### src/rtl/jt12_slot_feed.sv
// jt12_slot_feed
// Double-buffered slot table that feeds operator samples serially to the
// channel accumulator, one slot per clk_en strobe.
//
// A producer fills the write bank with {sample, sum flag} entries and raises
// commit. The bank swap waits for the end of the frame currently being
// replayed, so the accumulator never sees a frame mixed from two banks.
// Until that frame ends the write bank is locked (wr_ready low).
//
// Ports
//   clk        single clock
//   rst_n      synchronous active-low reset
//   clk_en     slot advance strobe
//   wr_en      write strobe for one slot entry
//   wr_addr    slot index to write (values >= slots are dropped)
//   wr_data    signed sample to store
//   wr_sum     sum-enable flag stored with the sample
//   commit     write bank is complete, swap at the next frame end
//   wr_ready   write bank accepts writes and commit
//   op_result  sample of the slot now presented
//   sum_en     include op_result in the sum
//   zero       frame-start marker (slot 0)
//   slot       index of the slot now presented
module jt12_slot_feed #(
   parameter int win   = 14,
   parameter int slots = 24
) (
   input  logic           clk,
   input  logic           rst_n,
   input  logic           clk_en,
   input  logic           wr_en,
   input  logic [4:0]     wr_addr,
   input  logic [win-1:0] wr_data,
   input  logic           wr_sum,
   input  logic           commit,
   output logic           wr_ready,
   output logic [win-1:0] op_result,
   output logic           sum_en,
   output logic           zero,
   output logic [4:0]     slot
);

   localparam int          aw   = $clog2(2 * slots);
   localparam logic [4:0]  last = 5'(slots - 1);

   // Both banks share one sample RAM: bank 0 at [0, slots), bank 1 above it.
   logic [win-1:0]          mem [0:2*slots-1];
   // Sum flags live in registers so that reset can clear all of them, which
   // makes the unreset sample RAM harmless.
   logic [1:0][slots-1:0]   flag_reg;
   logic [1:0][slots-1:0]   flag_next;

   logic                    bank_sel_reg;
   logic                    pending_reg;
   logic [4:0]              cnt_reg;
   logic [4:0]              cnt_next;
   logic [win-1:0]          op_result_reg;
   logic                    sum_en_reg;
   logic                    zero_reg;
   logic [4:0]              slot_reg;

   logic                    wr_ok;
   logic                    wr_bank;
   logic                    swap;
   logic [aw-1:0]           wr_idx;
   logic [aw-1:0]           rd_idx;

   assign wr_ready = !pending_reg;
   assign wr_bank  = !bank_sel_reg;
   assign wr_ok    = wr_en && !pending_reg && ({1'b0, wr_addr} < 6'(slots));
   // Swap only on the strobe that presents the last slot of the frame.
   assign swap     = clk_en && (cnt_reg == last) && pending_reg;
   assign cnt_next = (cnt_reg == last) ? 5'd0 : cnt_reg + 5'd1;
   assign wr_idx   = (wr_bank      ? aw'(slots) : aw'(0)) + aw'(wr_addr);
   assign rd_idx   = (bank_sel_reg ? aw'(slots) : aw'(0)) + aw'(cnt_reg);

   // Sample RAM write port (write bank only, so it never collides with reads).
   always_ff @(posedge clk) begin
      if (wr_ok)
         mem[wr_idx] <= wr_data;
   end

   // Per-entry flag update.
   generate
      for (genvar bi = 0; bi < 2; bi++) begin : g_bank
         for (genvar gi = 0; gi < slots; gi++) begin : g_entry
            assign flag_next[bi][gi] =
               (wr_ok && (wr_bank == 1'(bi)) && (wr_addr == 5'(gi)))
               ? wr_sum : flag_reg[bi][gi];
         end
      end
   endgenerate

   always_ff @(posedge clk) begin
      if (!rst_n)
         flag_reg <= '0;
      else
         flag_reg <= flag_next;
   end

   // Slot counter, bank control and registered RAM read.
   always_ff @(posedge clk) begin
      if (!rst_n) begin
         cnt_reg       <= '0;
         bank_sel_reg  <= 1'b0;
         pending_reg   <= 1'b0;
         op_result_reg <= '0;
         sum_en_reg    <= 1'b0;
         zero_reg      <= 1'b0;
         slot_reg      <= '0;
      end else begin
         if (clk_en) begin
            cnt_reg       <= cnt_next;
            op_result_reg <= mem[rd_idx];
            sum_en_reg    <= flag_reg[bank_sel_reg][cnt_reg];
            zero_reg      <= (cnt_reg == 5'd0);
            slot_reg      <= cnt_reg;
         end
         // A commit arriving on the swap cycle sees wr_ready low; the swap wins.
         if (swap) begin
            bank_sel_reg <= !bank_sel_reg;
            pending_reg  <= 1'b0;
         end else if (commit && !pending_reg) begin
            pending_reg  <= 1'b1;
         end
      end
   end

   assign op_result = op_result_reg;
   assign sum_en    = sum_en_reg;
   assign zero      = zero_reg;
   assign slot      = slot_reg;

endmodule

### config.mk
export PLATFORM = sky130hd
export DESIGN_NAME = jt12_slot_feed
export DESIGN_NICKNAME = d
export VERILOG_FILES = /design/src/rtl/jt12_slot_feed.sv
export SDC_FILE = /design/constraint.sdc
export NUM_CORES = 1
export LEC_CHECK = 0
export CORE_MARGIN = 2
export CORE_UTILIZATION = 57
export DETAILED_ROUTE_END_ITERATION = 8
export DONT_BUFFER_PORTS = 1
export PLACE_DENSITY = 0.77
export SYNTH_ARGS = -nofsm -noshare
export SYNTH_HDL_FRONTEND = slang
export SYNTH_SLANG_ARGS = --single-unit
### constraint.sdc
create_clock -name clk -period 6.5 [get_ports clk]
set_input_delay 1.625 -clock clk [delete_from_list [all_inputs] [get_ports clk]]
set_output_delay 1.625 -clock clk [all_outputs]
set_load 0.01 [all_outputs]
==> impl_metrics.ini <==
[outcome]
status = finished, final reports clean

[sta]
period_share_pct = 64.5
finalSetupTns_ns = 0
skew_ns = 0.0282
relSlewSlack_pct = 11.1
setup_viol = 0
grt_setup_unrepaired = false
fmax_mhz = 238
slew_violations = 0
max_slew.worst_pin.slew_ns = 1.33
hold_viol = 0
fin_crit_ns = 4.19

[global_routing]
grt_pass1_wl_um = 96600
antenna_found_initial = 2
grt_max_degree = 96
overflow = 0
grt_pass1_vias = 15200
grt.total_usage_pct = 24.9

[floorplan]
core_area_um2 = 51200
start_util_pct = 57.4
rows = 83
die-area_um2 = 53400
die_w_um = 231
io_pins = 47
die_height_um = 231

[worst_setup_path]
crit_fanout = 14
reg2reg_depth = 7
rrSetupSlack_ns = 2.94
slowest_delay_ns = 1.13
crit_chain = inv_1 -> a211oi_1 -> nand2_1 -> nor2_1
crit_arrival_ns = 4.40
cp_slowest_cell = nor2_1
critPathKind = primary input to register
cp-end-kind = register
cp.required_ns = 6.71
cp-start-kind = primary input

[route]
drt_pass1_iterations = 5
ant_nets = 0
avgRoutedWirePerCell_um = 28.0
drtIter0Drc = 1961
via_count = 15100
drt-total-wl_um = 65200
vias_per_cell = 6.47
drc = 0

[synth]
ys_warn_count = 0
ys_async_sr_fraction_pct = 0
yosys-top-cells-count = 672 x edfxtp_1, 145 x mux4_2, 108 x nor2_1
synth_top_cell_by_area = edfxtp_1
syn_avg_cell_area_um2 = 18.8
synth_edf_count = 672
syn_area_um2 = 29400
yosys.area.top_type_share_pct = 68.6
synth-seq-cells = 748
syn_inst = 1564
syn-num-nets = 1595
synthFlopType = edfxtp_1
ys_seq_area_share_pct = 73.8
synth_area_leaders = edfxtp_1 69%, mux4_2 11%, dfxtp_1 5.2%
synth.most_common_cell = edfxtp_1
synthDistinctLibCells = 47

[final_layout]
multi_input_area_um2 = 7280
post-route-util_pct = 63.6
diodes = 0
regArea_um2 = 21700
stdcell_count = 2330
final_nets = 1625
fin_area_um2 = 32600
layout-drive-gt1-share_pct = 22.6
nFillCells = 3373
area_growth_pct = 10.8
largest_register_ffs = 672

[cts]
worst_skew_pair.late_latency_ns = 0.61
clock_path_buffers = 3
clk_pin_slew_ns = 0.06
clockRootBuffer = clkbuf_16
clock-sinks = 748
numCtsBuffers = 72
cts_setup_buffers = 0
cts_resized = 0
htree_levels = 3
ctsHoldBuffers = 0
cts_tree = built

[pwr]
ir_worst_vdd_mv = 0.196
p_per_area_nw_per_um2 = 299
p_leak_nw = 9.98

[placed_design]
port_buffers = 0
dpl.hpwl_um = 37600
placed_area_um2 = 30200
place_congestion = 0.832
place_inst = 2200

[hold_path]
hp-class = register to register
hold_depth = 2

[flow_run]
cap_violations = 0
-- report_power, final --
part / switching (mW) / internal (mW) / leakage, nW
registers: 0.0382 / 5.25 / 6.66
logic: 0.197 / 0.179 / 2.19
clock network: 1.71 / 2.36 / 1.14
-- cells by family (layout without fill, tap and decap cells) --
logic type,after synthesis,after routing,share of synthesized area (%)
adder cells (fa/ha/maj),6,6,0.306
AO/OA/AOI/OAI,179,179,4.27
flip-flops,748,748,73.8
multiplexers,274,274,16.1
XOR/XNOR,4,4,0.119
AND/OR/NAND/NOR,254,254,3.91
buffers and inverters,99,185,1.45
-- layout by cell type, fill, tap and decap left out, types with 15 or more instances in the layout --
master / n
a211oi_1: 15
a21oi_1: 39
a22oi_1: 28
buf_4: 43
clkbuf_1: 16
clkbuf_16: 77
dfxtp_1: 73
edfxtp_1: 672
mux2_2: 43
mux2i_1: 78
mux4_2: 145
nand2_1: 69
nand3_1: 17
nor2_1: 108
nor2b_1: 25
o21ai_0: 41
o221a_2: 24
-- per-stage QoR --
step / worst slack, ns / hold WS [ns] / total power, mW
floorplan: 2.52 / 0.429 / 5.68
global placement: 1.93 / 0.441 / 5.77
detailed placement: 1.80 / 0.453 / 5.77
CTS: 2.41 / 0.468 / 9.79
global route: 2.13 / 0.490 / 9.98
finish: 2.31 / 0.469 / 9.74
-- worst paths after layout --
check	end	startpoint
hold / removal	flag_reg[3]	flag_reg[3]
setup reg to reg	mem[37][11]	bank_sel_reg
hold reg to reg	flag_reg[3]	flag_reg[3]
setup / recovery	mem[43][5]	wr_en
-- worst max-delay path, delay by kind of cell --
family,cells,cell delay (ns)
compound gates,1,1.00
buf+inv,1,0.04
simple gates,2,1.73
-- area by class of cell --
| class | count | share of cell area (%) |
|---|---|---|
| inverters | 10 | 0.115 |
| repair buffers | 45 | 1.11 |
| clock inverters | 26 | 0.557 |
| clock buffers | 104 | 6.57 |
| flip-flops and latches | 748 | 66.7 |
| multi-input cells | 717 | 22.4 |
| well taps | 680 | 2.61 |
-- metal layers --
layer / vias up / global-route usage [%] / share of wire, %
li1: 6381 / - / -
met5: - / 0 / 0.020
met2: 741 / 39.6 / 48
met4: 2 / 8.79 / 3.4
met1: 7812 / 34.2 / 39
met3: 146 / 5.72 / 9.4
No activity file was read; power rests on OpenSTA's default activity.
